===== src/rtl/sccb_init_pkg.sv =====
// Shared entry format, opcodes and FSM encoding for the OV2640 SCCB init sequencer.
// SCCB_INIT_VERIFY_EN adds the readback states to the encoding.
package sccb_init_pkg;
  localparam int ENTRY_W  = 18;
  localparam int OP_MSB   = 17;
  localparam int OP_LSB   = 16;
  localparam int ADDR_MSB = 15;
  localparam int ADDR_LSB = 8;
  localparam int DATA_MSB = 7;
  localparam int DATA_LSB = 0;

  localparam logic [1:0] OP_WRITE = 2'b00;
  localparam logic [1:0] OP_DELAY = 2'b01;
  localparam logic [1:0] OP_END   = 2'b10;

`ifdef SCCB_INIT_VERIFY_EN
  // Bank-select register reads back differently, so it is never verified.
  localparam logic [7:0] BANK_SEL = 8'hFF;
`endif

  typedef enum logic [3:0] {
    ST_IDLE, ST_FETCH, ST_WR_REQ, ST_WR_REL,
`ifdef SCCB_INIT_VERIFY_EN
    ST_RD_REQ, ST_RD_REL, ST_CMP,
`endif
    ST_DELAY, ST_DONE, ST_FAIL
  } state_t;

  function automatic logic [ENTRY_W-1:0] mk_entry(input logic [1:0] op,
                                                  input logic [7:0] addr,
                                                  input logic [7:0] data);
    return {op, addr, data};
  endfunction
endpackage


===== src/rtl/sccb_init_rom.sv =====
// Combinational OV2640 init table; every index not listed decodes as END.
module sccb_init_rom
  import sccb_init_pkg::*;
#(
  parameter int ROM_DEPTH = 64
) (
  input  logic [$clog2(ROM_DEPTH)-1:0] i_addr,
  output logic [ENTRY_W-1:0]           o_entry
);
  logic [31:0] w_a;
  assign w_a = 32'(i_addr);

  always_comb begin
    case (w_a)
      32'd0:   o_entry = mk_entry(OP_WRITE, 8'hFF, 8'h01);  // sensor bank
      32'd1:   o_entry = mk_entry(OP_WRITE, 8'h12, 8'h80);  // soft reset
      32'd2:   o_entry = mk_entry(OP_DELAY, 8'h00, 8'h0A);
      32'd3:   o_entry = mk_entry(OP_WRITE, 8'hFF, 8'h00);  // DSP bank
      32'd4:   o_entry = mk_entry(OP_WRITE, 8'h2C, 8'hFF);
      32'd5:   o_entry = mk_entry(OP_DELAY, 8'h00, 8'h00);
      32'd6:   o_entry = mk_entry(OP_WRITE, 8'h3C, 8'h32);
      default: o_entry = mk_entry(OP_END,   8'h00, 8'h00);
    endcase
  end
endmodule


===== src/rtl/sccb_init_seq.sv =====
// Table-driven OV2640 register init sequencer driving a CoreSCCB master.
// Define SCCB_INIT_VERIFY_EN to read back and compare every non-bank-select write.
module sccb_init_seq
  import sccb_init_pkg::*;
#(
  parameter logic [7:0] DEV_ID     = 8'h60,
  parameter int         ROM_DEPTH  = 64,
  parameter int         DELAY_UNIT = 24000,
  parameter int         TIMEOUT    = 2400000
) (
  input  logic                         PCLK,
  input  logic                         PRESET,
  input  logic                         go,
  output logic                         busy,
  output logic                         init_done,
  output logic                         error,
  output logic [$clog2(ROM_DEPTH)-1:0] err_index,
  output logic                         sccb_start,
  output logic                         sccb_rw,
  output logic [7:0]                   sccb_ip_addr,
  output logic [7:0]                   sccb_sub_addr,
  output logic [7:0]                   sccb_data_in,
  input  logic [7:0]                   sccb_data_out,
  input  logic                         sccb_done
);
  localparam int IDX_W = $clog2(ROM_DEPTH);
  localparam int CNT_W = $clog2(255 * DELAY_UNIT);
  localparam int TMO_W = $clog2(TIMEOUT + 1);
  localparam logic [IDX_W-1:0] LAST_IDX = IDX_W'(ROM_DEPTH - 1);

  state_t             r_state;
  logic [IDX_W-1:0]   r_idx, r_eidx;
  logic               r_busy, r_init, r_err, r_start, r_rw, r_dly_ld;
  logic [7:0]         r_ip, r_sub, r_din;
  logic [CNT_W-1:0]   r_dcnt;
  logic [TMO_W-1:0]   r_tmo;
  logic [ENTRY_W-1:0] w_entry;
  logic [1:0]         w_op;
  logic [7:0]         w_addr, w_data;
  logic               w_last, w_tmo_hit;
  logic [CNT_W-1:0]   w_dly_n;

  sccb_init_rom #(.ROM_DEPTH(ROM_DEPTH)) u_rom (.i_addr(r_idx), .o_entry(w_entry));

  assign w_op      = w_entry[OP_MSB:OP_LSB];
  assign w_addr    = w_entry[ADDR_MSB:ADDR_LSB];
  assign w_data    = w_entry[DATA_MSB:DATA_LSB];
  assign w_last    = (r_idx == LAST_IDX);
  assign w_tmo_hit = (r_tmo == TMO_W'(TIMEOUT - 1));
  assign w_dly_n   = CNT_W'(w_data) * CNT_W'(DELAY_UNIT) - CNT_W'(1);

`ifdef SCCB_INIT_VERIFY_EN
  logic [7:0] r_rdata;
`else
  logic w_unused_rd;
  assign w_unused_rd = ^sccb_data_out;
`endif

  always_ff @(posedge PCLK or posedge PRESET) begin
    if (PRESET) begin
      r_state  <= ST_IDLE;
      r_idx    <= '0;
      r_eidx   <= '0;
      r_busy   <= 1'b0;
      r_init   <= 1'b0;
      r_err    <= 1'b0;
      r_start  <= 1'b0;
      r_rw     <= 1'b0;
      r_ip     <= 8'h00;
      r_sub    <= 8'h00;
      r_din    <= 8'h00;
      r_dcnt   <= '0;
      r_tmo    <= '0;
      r_dly_ld <= 1'b0;
`ifdef SCCB_INIT_VERIFY_EN
      r_rdata  <= 8'h00;
`endif
    end else begin
      case (r_state)
        ST_IDLE, ST_DONE, ST_FAIL: if (go) begin
          r_idx   <= '0;
          r_init  <= 1'b0;
          r_err   <= 1'b0;
          r_busy  <= 1'b1;
          r_state <= ST_FETCH;
        end
        ST_FETCH: begin
          r_tmo    <= '0;
          r_dly_ld <= 1'b1;
          case (w_op)
            OP_WRITE: begin
              r_ip    <= DEV_ID;
              r_rw    <= 1'b0;
              r_sub   <= w_addr;
              r_din   <= w_data;
              r_start <= 1'b1;
              r_state <= ST_WR_REQ;
            end
            OP_DELAY: r_state <= ST_DELAY;
            OP_END: begin
              r_init  <= 1'b1;
              r_busy  <= 1'b0;
              r_state <= ST_DONE;
            end
            default: begin
              r_err   <= 1'b1;
              r_busy  <= 1'b0;
              r_eidx  <= r_idx;
              r_state <= ST_FAIL;
            end
          endcase
        end
        // r_start gate: a done left high from before counts only once start has been seen.
        ST_WR_REQ: if (sccb_done && r_start) begin
          r_start <= 1'b0;
          r_state <= ST_WR_REL;
        end else if (w_tmo_hit) begin
          r_start <= 1'b0;
          r_err   <= 1'b1;
          r_busy  <= 1'b0;
          r_eidx  <= r_idx;
          r_state <= ST_FAIL;
        end else begin
          r_tmo <= r_tmo + TMO_W'(1);
        end
        ST_WR_REL: if (!sccb_done) begin
`ifdef SCCB_INIT_VERIFY_EN
          if (w_addr != BANK_SEL) begin
            r_ip    <= DEV_ID | 8'h01;
            r_rw    <= 1'b1;
            r_start <= 1'b1;
            r_tmo   <= '0;
            r_state <= ST_RD_REQ;
          end else begin
            r_state <= w_last ? ST_DONE : ST_FETCH;
            r_idx   <= w_last ? r_idx : r_idx + IDX_W'(1);
            r_init  <= w_last;
            r_busy  <= !w_last;
          end
`else
          r_state <= w_last ? ST_DONE : ST_FETCH;
          r_idx   <= w_last ? r_idx : r_idx + IDX_W'(1);
          r_init  <= w_last;
          r_busy  <= !w_last;
`endif
        end
`ifdef SCCB_INIT_VERIFY_EN
        ST_RD_REQ: if (sccb_done && r_start) begin
          r_start <= 1'b0;
          r_rdata <= sccb_data_out;
          r_state <= ST_RD_REL;
        end else if (w_tmo_hit) begin
          r_start <= 1'b0;
          r_err   <= 1'b1;
          r_busy  <= 1'b0;
          r_eidx  <= r_idx;
          r_state <= ST_FAIL;
        end else begin
          r_tmo <= r_tmo + TMO_W'(1);
        end
        ST_RD_REL: if (!sccb_done) r_state <= ST_CMP;
        ST_CMP: if (r_rdata != w_data) begin
          r_err   <= 1'b1;
          r_busy  <= 1'b0;
          r_eidx  <= r_idx;
          r_state <= ST_FAIL;
        end else begin
          r_state <= w_last ? ST_DONE : ST_FETCH;
          r_idx   <= w_last ? r_idx : r_idx + IDX_W'(1);
          r_init  <= w_last;
          r_busy  <= !w_last;
        end
`endif
        // First DELAY cycle loads the counter, so d ticks cost d*DELAY_UNIT+2 overall.
        ST_DELAY: if (r_dly_ld && w_data != 8'h00) begin
          r_dly_ld <= 1'b0;
          r_dcnt   <= w_dly_n;
        end else if (r_dly_ld || r_dcnt == '0) begin
          r_dly_ld <= 1'b0;
          r_state  <= w_last ? ST_DONE : ST_FETCH;
          r_idx    <= w_last ? r_idx : r_idx + IDX_W'(1);
          r_init   <= w_last;
          r_busy   <= !w_last;
        end else begin
          r_dcnt <= r_dcnt - CNT_W'(1);
        end
        default: r_state <= ST_IDLE;
      endcase
    end
  end

  assign busy          = r_busy;
  assign init_done     = r_init;
  assign error         = r_err;
  assign err_index     = r_eidx;
  assign sccb_start    = r_start;
  assign sccb_rw       = r_rw;
  assign sccb_ip_addr  = r_ip;
  assign sccb_sub_addr = r_sub;
  assign sccb_data_in  = r_din;
endmodule


===== config.mk =====
export PLATFORM = sky130hd
export DESIGN_NAME = sccb_init_seq
export DESIGN_NICKNAME = d
export VERILOG_FILES = /design/src/rtl/sccb_init_pkg.sv /design/src/rtl/sccb_init_rom.sv /design/src/rtl/sccb_init_seq.sv
export SDC_FILE = /design/constraint.sdc
export NUM_CORES = 1
export LEC_CHECK = 0
export ABC_AREA = 0
export BUFFER_PORTS_ARGS = -buffer_cell sky130_fd_sc_hd__buf_4
export CAP_MARGIN = 20
export CORE_MARGIN = 4
export CORE_UTILIZATION = 62
export CTS_CLUSTER_SIZE = 12
export DETAILED_ROUTE_END_ITERATION = 12
export PLACE_DENSITY = 0.82
export SLEW_MARGIN = 5
export SYNTH_ARGS = -nofsm -noshare
export SYNTH_HDL_FRONTEND = slang
export SYNTH_HIERARCHICAL = 1
export SYNTH_SLANG_ARGS = --single-unit

===== constraint.sdc =====
create_clock -name PCLK -period 7.15 [get_ports PCLK]
set_clock_uncertainty 0.2 [all_clocks]
set_input_delay 0 -clock PCLK [delete_from_list [all_inputs] [get_ports PCLK]]
set_output_delay 0 -clock PCLK [all_outputs]
set_load 0.01 [all_outputs]

# [After elaboration in Yosys (flattened, before gate mapping)]
# Index checks and enable logic that the tools add are counted.
[word_totals] ff_bits=83 latchBits=0 ram_bits=0 romBits=0 output_inout_bits=35 word_cells=126 n_memories=0
[classes] add_sub_neg=4 mul=1 div_mod_pow=0 order_cmp=0 eq_ne=30 shifts=0 muxes=49 bitwise=0 n_reduce_logical=29
[op_table] cell="18-bit case mux with 7 select lines" n=1
[op_table] cell="6-bit 2-to-1 mux" n=8
[op_table] cell="23-bit 2-to-1 mux" n=2
[op_table] cell="23-bit by 1-bit subtractor with 23-bit output (second input constant)" n=2
[op_table] cell="22-bit 2-to-1 mux" n=2
[op_table] cell="22-bit case mux with 2 select lines" n=1
[op_table] cell="32-bit zero test" n=1
[op_table] cell="4-bit 2-to-1 mux" n=6
[op_table] cell="2-bit != test (second input constant)" n=12
[op_table] cell="23-bit zero test" n=1
[op_table] cell="22-bit by 1-bit adder with 22-bit output (second input constant)" n=1
[op_table] cell="22-bit == test (second input constant)" n=1
[op_table] cell="4-bit case mux with 5 select lines" n=1
[op_table] cell="1-bit 2-to-1 mux" n=19
[op_table] cell="6-bit by 3-bit == test with 1-bit output (second input constant)" n=3
[op_table] cell="6-bit case mux with 3 select lines" n=1
[op_table] cell="8-bit by 9-bit multiplier with 17-bit output (second input constant)" n=1
[op_table] cell="5-bit AND reduction" n=3
[op_table] cell="4-bit by 3-bit == test with 1-bit output (second input constant)" n=3
[op_table] cell="6-bit by 2-bit == test with 1-bit output (second input constant)" n=2
[op_table] cell="6-bit case mux with 2 select lines" n=1
[op_table] cell="3-bit case mux with 3 select lines" n=1
[op_table] cell="4-bit by 2-bit == test with 1-bit output (second input constant)" n=2
[op_table] cell="8-bit AND reduction" n=1
[op_table] cell="other kinds (28)" n=37

# [Depth between registers and ports, before layout]
# Gate-level depths: netlist of the first run.
[depth] ltp_word=6 mapped_depth=21

# [Hierarchy]
# Netlist of the first run, hierarchy kept.
[modules_own_cells] module="sccb_init_seq" n_inst=1 cells_per_inst=696 area_per_inst_um2=6379.9 seq_area_each_um2=2052.0
[modules_own_cells] module="sccb_init_rom" n_inst=1 cells_per_inst=33 area_per_inst_um2=267.8 seq_area_each_um2=0.0

# [Least setup slack after synthesis of the first run]
# No wires, ideal clock.
[synth_timing] path_kind="register to register" from="reg r_idx[5]" to="reg r_dcnt[22]" arrival_time_ns=6.025 required_time_ns=6.824 slack_ns=0.799 stages_incl_launch_ff=19 path_buffers=2 period_less_slack_ns=6.351 path_cell_list="dfrtp_1 > or3_4 > nor4b_2 > buf_4 > inv_1 > fa_1 > fa_1 > fa_1 > fa_1 > inv_1 > ha_1 > clkbuf_1 > a2111oi_0 > o21ai_0 > a41oi_1 > xor2_1 > nand4_1 > o311a_1 > a221o_1"
[synth_via] elab_chain_cells=6 word_cells_on_any_way=15
[synth_rtl] item="start: declaration" line="sccb_init_seq.sv:32" rtl="logic [IDX_W-1:0] r_idx, r_eidx;"
[synth_rtl] item="start signal: assignment" line="sccb_init_seq.sv:142" rtl="r_idx <= w_last ? r_idx : r_idx + IDX_W'(1);"
[synth_rtl] item="start signal: assignment" line="sccb_init_seq.sv:181" rtl="r_idx <= w_last ? r_idx : r_idx + IDX_W'(1);"
[synth_rtl] item="32-bit zero test, or another cell as far along" line="sccb_init_rom.sv:14" rtl="case (w_a)"
[synth_rtl] item="18-bit case mux with 7 select lines *" line="sccb_init_rom.sv:14"
[synth_rtl] item="net w_entry[2]" line="sccb_init_seq.sv:37" rtl="logic [ENTRY_W-1:0] w_entry;"
[synth_rtl] item="parallel branches: the longest is 4 deep, another holds 23-bit by 1-bit subtractor with 23-bit output"
[synth_rtl] item="end signal: assignment" line="sccb_init_seq.sv:177" rtl="r_dcnt <= w_dly_n;"
[synth_rtl] item="end signal: assignment" line="sccb_init_seq.sv:185" rtl="r_dcnt <= r_dcnt - CNT_W'(1);"
[synth_rtl] item="end: declaration" line="sccb_init_seq.sv:35" rtl="logic [CNT_W-1:0] r_dcnt;"
# Mark *: on every way through the listed nets, which the timed path passes.
# A chain may end at the register's enable or synchronous reset.

# [Worst setup path after layout of the first run]
# Ends and elaborated chain as after synthesis.

==> flow_summary.json, run 1 <==
{
  "multiInputGateArea_mm2": 0.004164,
  "io_pins": 47,
  "ant_nets": 0,
  "hold_viol": 13,
  "worst_path_most_repeated_cell": "fa_1",
  "synth-edff-count": 0,
  "finalMaxSlewViolations": 0,
  "dp_hpwl_um": 10930,
  "slew_headroom_pct": 27.69,
  "cap_violations": 0,
  "holdWs_ns": -0.003967,
  "route.detailed.drc": 0,
  "critPathSlowestCell": "fa_1",
  "die_w_um": 111.5,
  "cts_buffers": 9,
  "ys_warn_count": 6,
  "met1_length_um": 6216,
  "nNetsFinal": 835,
  "area_delta_synth_final_pct": 8.056,
  "rsz0062_at_grt": "false",
  "max_freq_ghz": 0.1511,
  "antenna_found_initial": 0,
  "overflow": 0,
  "synth_cells": 729,
  "final.fill_count": 804,
  "htreeDepth": 3,
  "antenna_cells": 0,
  "dr.first_iter.drc_count": 340,
  "ys_ff_latch": 82,
  "initial_utilization_pct": 64.10,
  "setup_viol": 0,
  "crit_fanout": 12,
  "worstSetupPathType": "register to register",
  "avgSynthCellArea_um2": 9.119,
  "synth_ff_type": "dfrtp_1",
  "r2r_cells": 16,
  "cp.arrival_ns": 6.67,
  "final_cell_count_no_fill": 890,
  "viasPerCell": 6.024,
  "cellPowerDensity_mw_per_mm2": 416.3,
  "slowest_delay_ns": 0.56,
  "dp_cells": 869,
  "cts.reportedPaths.clkPinSlew_ns": 0.08,
  "end_kind": "register",
  "grt_max_degree": 83,
  "coreArea_mm2": 0.01037,
  "power.leakage_nw": 3.207,
  "grt_pass1_wl_um": 24990,
  "dieArea_mm2": 0.01244,
  "failed_checks": "hold timing",
  "wirelength_um": 14490,
  "async_reset_ff_share_pct": 100.0,
  "netlist-cell-type-count": 77,
  "cp_cell_sequence": "or3_4, nor4b_4, inv_1, fa_1, fa_1, fa_1, fa_1, inv_1, ha_1, a2111oi_0, o21ai_0, a41oi_1, xor2_1, nand4_1, o311a_1, a221o_1",
  "grt_pass1_vias": 5437,
  "fin_crit_ns": 6.619,
  "hp-class": "primary input to async pin",
  "finalCritPeriodShare_pct": 92.57,
  "p_total_w": 0.002991,
  "r2r-start": "r_idx[5]",
  "rows": 37,
  "drt_pre_antenna_iters": 5,
  "wl_met2_um": 7048,
  "vias": 5361,
  "io_buffer_count": 31,
  "worstReg2RegEnd": "r_dcnt[22]",
  "worstSkewPairLatency_ns": 0.36,
  "final-seq-area_mm2": 0.002052,
  "drive_above_1_share_pct": 14.85,
  "start_kind": "register",
  "clkSinkCount": 82,
  "wl_met3_um": 872,
  "postCtsSetupRepairBufs": 0,
  "synth_seq_area_share_pct": 30.87,
  "fin_setup_tns_ns": 0,
  "cp_data_required_time_ns": 7.20,
  "status": "finished, violations left",
  "routed.top_layer": "met4",
  "worst_pin_slew_ns": 1.082,
  "root_buffer": "clkbuf_8",
  "gp_congestion": 0.8875,
  "rrSetupSlack_ns": 0.53,
  "ctsLongestPathBuffers": 2,
  "peakVddDrop_uv": 252.5,
  "cts_tree": "yes",
  "die_y_um": 111.5,
  "wl_per_cell_um": 16.28,
  "grt_use_total_pct": 23.85,
  "syn_area_mm2": 0.006648
}
==> metrics by stage <==
stage | utilization, % | area [µm²] | setup WS [ns]
CTS | 68.82 | 7137 | 0.4332
global placement | 66.66 | 6913 | 0.7217
detailed placement | 66.66 | 6913 | 0.4681
global route | 69.27 | 7183 | 0.02008
finish | 69.27 | 7183 | 0.5310
floorplan | - | 6670 | 0.7989
==> Yosys cell counts (21+ instances only) <==
cell type	number	area share [%]
xor2_1	31	4.1
fa_1	24	7.2
inv_1	66	3.7
nor2_1	66	3.7
dfrtp_1	82	31
nand2_1	45	2.5
nand3_1	25	1.9
mux2_2	24	4.1
ha_1	50	9.4
a21oi_1	32	2.4
o21ai_0	38	2.9
clkbuf_1	21	1.2
==> kinds of logic (layout without fill, tap and decap cells) <==
group / after synthesis / in the layout / synth area share (%)
AND/OR/NAND/NOR: 239 / 239 / 19.48
AO/OA/AOI/OAI: 150 / 150 / 14.93
buffers and inverters: 107 / 126 / 7.058
flip-flops: 82 / 82 / 30.87
adder cells (fa/ha/maj): 74 / 74 / 16.64
XOR/XNOR: 49 / 49 / 6.456
multiplexers: 27 / 27 / 4.517
other: 1 / 7 / 0.05641
==> placed cells by master, fill, tap and decap left out, types with 12 or more instances in the layout <==
cell / instances
nor3_1: 12
dfrtp_1: 82
ha_1: 50
mux2_2: 24
nor2_1: 66
nand2b_1: 16
o211ai_1: 13
xnor2_1: 18
buf_4: 39
nand3_1: 25
fa_1: 24
o21ai_0: 38
nand2_1: 45
inv_1: 65
xor2_1: 31
a21oi_1: 32
==> worst max-delay path by stage <==
| stage | slack (ns) | depth (start not counted) | start | end |
|---|---|---|---|---|
| floorplan | 0.80 | 18 | r_idx[5] | r_dcnt[22] |
| global placement | 0.72 | 16 | r_idx[5] | r_dcnt[22] |
| detailed placement | 0.47 | 16 | r_idx[5] | r_dcnt[22] |
| CTS | 0.43 | 16 | r_idx[5] | r_dcnt[22] |
| global route | 0.02 | 16 | r_idx[5] | r_dcnt[22] |
| finish | 0.53 | 16 | r_idx[5] | r_dcnt[22] |
==> metal layers <==
| metal | track usage (%) | vias up |
|---|---|---|
| met3 | 5.652 | 38 |
| met5 | 0 | - |
| met4 | 8.029 | 0 |
| met2 | 40.17 | 185 |
| met1 | 30.36 | 2571 |
| li1 | - | 2567 |
==> where the power goes <==
group	internal (W)	switching, W
logic	0.000802	0.00115
registers	0.000574	0.000131
clock network	0.000162	0.000173
total	0.00154	0.00145
==> what timing repair did <==
action | CTS | global route
endpoints found under the setup margin | 0 | 2
gates resized for setup | 0 | 2
endpoints found under the hold margin | 84 | 0
hold buffers | 3 | 0
==> area by class of cell <==
class                           count  share of cell area (%)
Multi-Input combinational cell    546                   57.97
Sequential cell                    82                   28.57
Timing Repair Buffer               44                   4.929
Clock inverter                      6                  0.9232
Inverter                           66                   3.466
Tap cell                          136                   2.369
Clock buffer                       10                   1.777
==> state kept, by name (all words and copies together) (netlist names) <==
register	cells
busy	1
err_index	6
error	1
init_done	1
r_dcnt	23
r_dly_ld	1
r_idx	6
r_state	3
r_tmo	22
sccb_data_in	8
sccb_ip_addr	1
sccb_start	1
sccb_sub_addr	8
==> critical path, delay by kind of cell (launching register included) <==
| family | cells | cell delay, ns |
|---|---|---|
| adder cells (fa/ha/maj) | 5 | 2.43 |
| AO/OA/AOI/OAI | 5 | 1.67 |
| AND/OR/NAND/NOR | 3 | 1.17 |
| flip-flops | 1 | 0.44 |
| XOR/XNOR | 1 | 0.35 |
| buffers and inverters | 2 | 0.21 |
Power figures use the tool's default switching activity.
==> run 2, diff against run 1 <==
--- a/config.mk
+++ b/config.mk
@@ -12,7 +12,7 @@
 export CORE_UTILIZATION = 62
 export CTS_CLUSTER_SIZE = 12
 export DETAILED_ROUTE_END_ITERATION = 12
-export PLACE_DENSITY = 0.82
+export PLACE_DENSITY = 0.81
 export SLEW_MARGIN = 5
 export SYNTH_ARGS = -nofsm -noshare
 export SYNTH_HDL_FRONTEND = slang
==> flow_summary.json, run 2 (same netlist as run 1, synthesis figures left out) <==
{
  "hold_viol": 0,
  "cp_num_buf_inv": 2,
  "worstSetupPathType": "register to register",
  "die_y_um": 111.5,
  "die_w_um": 111.5,
  "post-route-util_pct": 69.47,
  "postCtsSetupRepairBufs": 0,
  "holdWs_ns": 0.2987,
  "peakVddDrop_uv": 252.3,
  "io_pins": 47,
  "setup_viol": 0,
  "largest_reg_flops": 23,
  "grt_use_total_pct": 23.31,
  "cp_data_required_time_ns": 7.19,
  "critPathSlowestCell": "fa_1",
  "start_kind": "register",
  "final_cell_area_mm2": 0.007204,
  "clkSinkCount": 82,
  "end_kind": "register",
  "initial_utilization_pct": 64.10,
  "io_buffer_count": 31,
  "antenna_found_initial": 0,
  "p_clk_share_pct": 12.8,
  "nNetsFinal": 835,
  "dieArea_mm2": 0.01244,
  "antenna_cells": 0,
  "swShare_pct": 48.00,
  "status": "finished clean",
  "finalMaxSlewViolations": 0,
  "combPwrFrac_pct": 64.0,
  "cap_violations": 0,
  "p_sw_w": 0.001458,
  "cts_buffers": 9,
  "drt_pre_antenna_iters": 9,
  "root_buffer": "clkbuf_8",
  "slew_headroom_pct": 32.54,
  "crit_fanout": 12,
  "wl_per_cell_um": 16.02,
  "vias": 5402,
  "drive_above_1_share_pct": 14.99,
  "worst_path_most_repeated_cell": "fa_1",
  "cp_cell_sequence": "or3_4, nor4b_2, inv_1, fa_1, fa_1, fa_1, fa_1, inv_1, ha_1, a2111oi_0, o21ai_0, a41oi_1, xor2_1, nand4_1, o311a_1, a221o_1",
  "worst_pin_slew_ns": 1.001,
  "pwr-share-seq_pct": 23.1,
  "cp.arrival_ns": 6.76,
  "fin_crit_ns": 6.720,
  "max_freq_ghz": 0.1488,
  "crit_family": "adder cells",
  "viasPerCell": 6.070,
  "rows": 37,
  "overflow": 0,
  "coreArea_mm2": 0.01037,
  "grt_pass1_vias": 5297,
  "slowest_delay_ns": 0.56,
  "htreeDepth": 3,
  "cts.reportedPaths.clkPinSlew_ns": 0.09,
  "ant_nets": 0,
  "post_cts_resized": 0,
  "p_int_w": 0.001579,
  "worstSkewPairLatency_ns": 0.36,
  "grt_pass1_wl_um": 24410,
  "final_common_cell": "dfrtp_1",
  "placed_area_mm2": 0.006898,
  "ctsLongestPathBuffers": 2,
  "power.leakage_nw": 3.234,
  "finalCritPeriodShare_pct": 93.98,
  "dr.first_iter.drc_count": 335,
  "gp_congestion": 0.8991,
  "reg.largest.list": "r_dcnt x23, r_tmo x22",
  "cellPowerDensity_mw_per_mm2": 421.6,
  "p_total_w": 0.003037,
  "mostFrequentLayoutCells": "82 x dfrtp_1, 66 x nor2_1, 65 x inv_1",
  "hp-class": "register to register",
  "wirelength_um": 14260,
  "hold_buffers": 3,
  "cts_tree": "yes",
  "dp_hpwl_um": 10670,
  "grt_max_degree": 83,
  "area_delta_synth_final_pct": 8.376,
  "rsz0062_at_grt": "false",
  "regMostFlops": "r_dcnt",
  "route.detailed.drc": 0,
  "fin_setup_tns_ns": 0
}
-- run 2: path summary, 6_finish.rpt --
| path | from | to | slack, ns | depth (start not counted) |
|---|---|---|---|---|
| setup / recovery | r_idx[5] | r_dcnt[22] | 0.43 | 16 |
| hold / removal | r_dcnt[0] | r_dcnt[0] | 0.30 | 1 |
| setup reg to reg | r_idx[5] | r_dcnt[22] | 0.43 | 16 |
| hold reg to reg | r_dcnt[0] | r_dcnt[0] | 0.30 | 1 |
| max in group asynchronous | PRESET | sccb_data_in[7] | 5.65 | 6 |
| min in group asynchronous | PRESET | r_tmo[20] | 0.53 | 5 |
-- run 2: per-layer routing --
metal / GRT usage, % / vias up / part of all wire [%]
li1: - / 2581 / -
met2: 39.49 / 168 / 48
met3: 5.054 / 25 / 6.0
met4: 5.272 / 0 / 1.5
met5: 0 / - / 0
met1: 30.88 / 2628 / 44
-- run 2: cell type report --
cell class	instances	area (µm²)
Timing Repair Buffer	44	355.3
Clock inverter	7	105.1
Multi-Input combinational cell	546	4149
Fill cell	781	3166
Inverter	66	249.0
Clock buffer	9	123.9
Sequential cell	82	2052
Tap cell	136	170.2
-- run 2: metrics by stage --
| step | instances | setup WS, ns |
|---|---|---|
| 2_1_floorplan | 735 | 0.7989 |
| 3_3_place_gp | 867 | 0.7013 |
| 3_5_place_dp | 867 | 0.5379 |
| 4_1_cts | 886 | 0.4610 |
| 5_1_grt | 890 | 0.08098 |
| 6_report | 890 | 0.4303 |
-- run 2: power groups by stage --
stage	logic [W]	registers [W]	clock network, W
5_1_grt	0.00218	0.000722	0.000419
2_1_floorplan	0.00154	0.000673	0
4_1_cts	0.00193	0.000701	0.000394
3_3_place_gp	0.00185	0.000698	0
3_5_place_dp	0.00191	0.000708	0
6_report	0.00194	0.000703	0.000390
==> run 3, diff against run 2 <==
--- a/config.mk
+++ b/config.mk
@@ -8,11 +8,13 @@
 export ABC_AREA = 0
 export BUFFER_PORTS_ARGS = -buffer_cell sky130_fd_sc_hd__buf_4
 export CAP_MARGIN = 20
+export CELL_PAD_IN_SITES_DETAIL_PLACEMENT = 1
+export CELL_PAD_IN_SITES_GLOBAL_PLACEMENT = 2
 export CORE_MARGIN = 4
-export CORE_UTILIZATION = 62
+export CORE_UTILIZATION = 42
 export CTS_CLUSTER_SIZE = 12
 export DETAILED_ROUTE_END_ITERATION = 12
-export PLACE_DENSITY = 0.81
+export PLACE_DENSITY = 0.86
 export SLEW_MARGIN = 5
 export SYNTH_ARGS = -nofsm -noshare
 export SYNTH_HDL_FRONTEND = slang
==> constraint.sdc (replaced) <==
create_clock -name PCLK -period 8.5 [get_ports PCLK]
set_clock_uncertainty 0.2 [all_clocks]
set_input_delay 0 -clock PCLK [delete_from_list [all_inputs] [get_ports PCLK]]
set_output_delay 0 -clock PCLK [all_outputs]
set_load 0.01 [all_outputs]
==> flow_summary.json, run 3 (same netlist as run 1, synthesis figures left out) <==
{
  "final_common_cell": "dfrtp_1",
  "end_kind": "register",
  "p_clk_share_pct": 14.5,
  "cp_data_required_time_ns": 8.54,
  "grt_max_degree": 83,
  "rows": 45,
  "worstReg2RegEnd": "r_dcnt[22]",
  "vias": 5347,
  "die_y_um": 133.8,
  "die_w_um": 133.8,
  "final-seq-area_mm2": 0.002052,
  "final.fill_count": 1780,
  "cellPowerDensity_mw_per_mm2": 360.0,
  "wl_per_cell_um": 16.88,
  "hold_viol": 0,
  "finalMaxSlewViolations": 0,
  "p_int_w": 0.001363,
  "overflow": 0,
  "root_buffer": "clkbuf_16",
  "max_freq_ghz": 0.1487,
  "postCtsSetupRepairBufs": 0,
  "largest_reg_flops": 23,
  "area_delta_synth_final_pct": 10.35,
  "holdWs_ns": 0.1337,
  "worstSetupPathType": "register to register",
  "dieArea_mm2": 0.01791,
  "io_buffer_count": 31,
  "start_kind": "register",
  "multiInputGateArea_mm2": 0.004149,
  "ant_nets": 0,
  "combPwrFrac_pct": 63.0,
  "p_total_w": 0.002641,
  "ctsLongestPathBuffers": 2,
  "coreArea_mm2": 0.01537,
  "regMostFlops": "r_dcnt",
  "grt_use_total_pct": 19.03,
  "drt_pre_antenna_iters": 4,
  "fin_setup_tns_ns": 0,
  "mostFrequentLayoutCells": "82 x dfrtp_1, 66 x nor2_1, 65 x inv_1",
  "final_cell_area_mm2": 0.007336,
  "crit_fanout": 12,
  "status": "finished clean",
  "rsz0062_at_grt": "false",
  "grt_pass1_wl_um": 28230,
  "drive_above_1_share_pct": 14.87,
  "io_pins": 47,
  "hp-class": "primary input to async pin",
  "dr.first_iter.drc_count": 257,
  "rrSetupSlack_ns": 1.77,
  "worst_pin_slew_ns": 0.9687,
  "viasPerCell": 5.547,
  "reg.largest.list": "r_dcnt x23, r_tmo x22",
  "power.leakage_nw": 3.253,
  "grt_pass1_vias": 5774,
  "post-route-util_pct": 47.72,
  "setup_viol": 0,
  "pwr-share-seq_pct": 22.5,
  "r2r_cells": 17,
  "clkSinkCount": 82,
  "antenna_found_initial": 0,
  "dp_hpwl_um": 12250,
  "htreeDepth": 3,
  "initial_utilization_pct": 43.25,
  "placed_area_mm2": 0.006995,
  "cp.arrival_ns": 6.76,
  "cap_violations": 0,
  "cts.reportedPaths.clkPinSlew_ns": 0.07,
  "gp_congestion": 0.8010,
  "route.detailed.drc": 0,
  "finalCritPeriodShare_pct": 79.12,
  "cts_tree": "yes",
  "peakVddDrop_uv": 161.5,
  "cts_buffers": 9,
  "swShare_pct": 48.40,
  "worstSkewPairLatency_ns": 0.35,
  "slew_headroom_pct": 35.42,
  "fin_crit_ns": 6.725,
  "p_sw_w": 0.001278,
  "nNetsFinal": 834,
  "wirelength_um": 16270,
  "r2r-start": "r_idx[5]",
  "antenna_cells": 0
}
==> run 3: cell count changes in the layout (fill, tap and decap cells not counted), sizes merged <==
cell         change
clkinv           +3
bufinv           -2
buf              +1
clkbuf           -1
clkinvlp         -1
dlygate4sd3      -1
==> run 3: worst max-delay path by stage <==
stage,from,endpoint,slack (ns),cells after the start
2_1_floorplan,r_idx[5],r_dcnt[22],2.15,18
3_3_place_gp,r_idx[5],r_dcnt[22],1.91,17
3_5_place_dp,r_idx[5],r_dcnt[22],1.78,17
4_1_cts,r_idx[5],r_dcnt[22],1.76,17
5_1_grt,r_idx[5],r_dcnt[22],1.34,17
6_report,r_idx[5],r_dcnt[22],1.77,17
==> run 3: through the flow <==
step                instances  worst slack [ns]
global placement          942             1.906
detailed placement        943             1.779
CTS                       962             1.761
floorplan                 735             2.149
global route              964             1.338
finish                    964             1.775
==> run 3: power by group through the flow <==
| stage | logic (W) | registers [W] | clock network [W] |
|---|---|---|---|
| 4_1_cts | 0.00168 | 0.000595 | 0.000395 |
| 2_1_floorplan | 0.00130 | 0.000566 | 0 |
| 6_report | 0.00166 | 0.000594 | 0.000382 |
| 3_5_place_dp | 0.00166 | 0.000601 | 0 |
| 5_1_grt | 0.00189 | 0.000615 | 0.000410 |
| 3_3_place_gp | 0.00161 | 0.000590 | 0 |
==> run 3: worst max-delay path, cell delays in order, from the launching register on <==
cell       delay (ns)
dfrtp_1          0.44
or3_4            0.51
nor4b_2          0.27
buf_4            0.24
inv_1            0.11
fa_1             0.55
fa_1             0.54
fa_1             0.52
fa_1             0.57
inv_1            0.05
ha_1             0.29
a2111oi_0        0.44
o21ai_0          0.25
a41oi_1          0.29
xor2_1           0.34
nand4_1          0.28
o311a_1          0.43
a221o_1          0.25
==> run 3: cell type report <==
cell class,instances,share of cell area (%)
multi-input combinational,546,56.56
sequential,82,27.97
timing repair buffer,43,4.588
tap,211,3.599
inverter,66,3.394
clock buffer,9,3.070
clock inverter,7,0.8187
==> run 3: metal layers <==
metal  vias up  share of wire (%)  global-route usage [%]
li1       2566                  -                       -
met1      2698                 46                   24.65
met2        66                 49                   32.06
met3        17                3.7                   4.914
met4         0                1.2                   4.400
met5         -                  0                       0
==> run 3: what timing repair did <==
action,CTS,global route
resized for setup,0,0
endpoints found under the hold margin,84,0
hold buffers,3,0
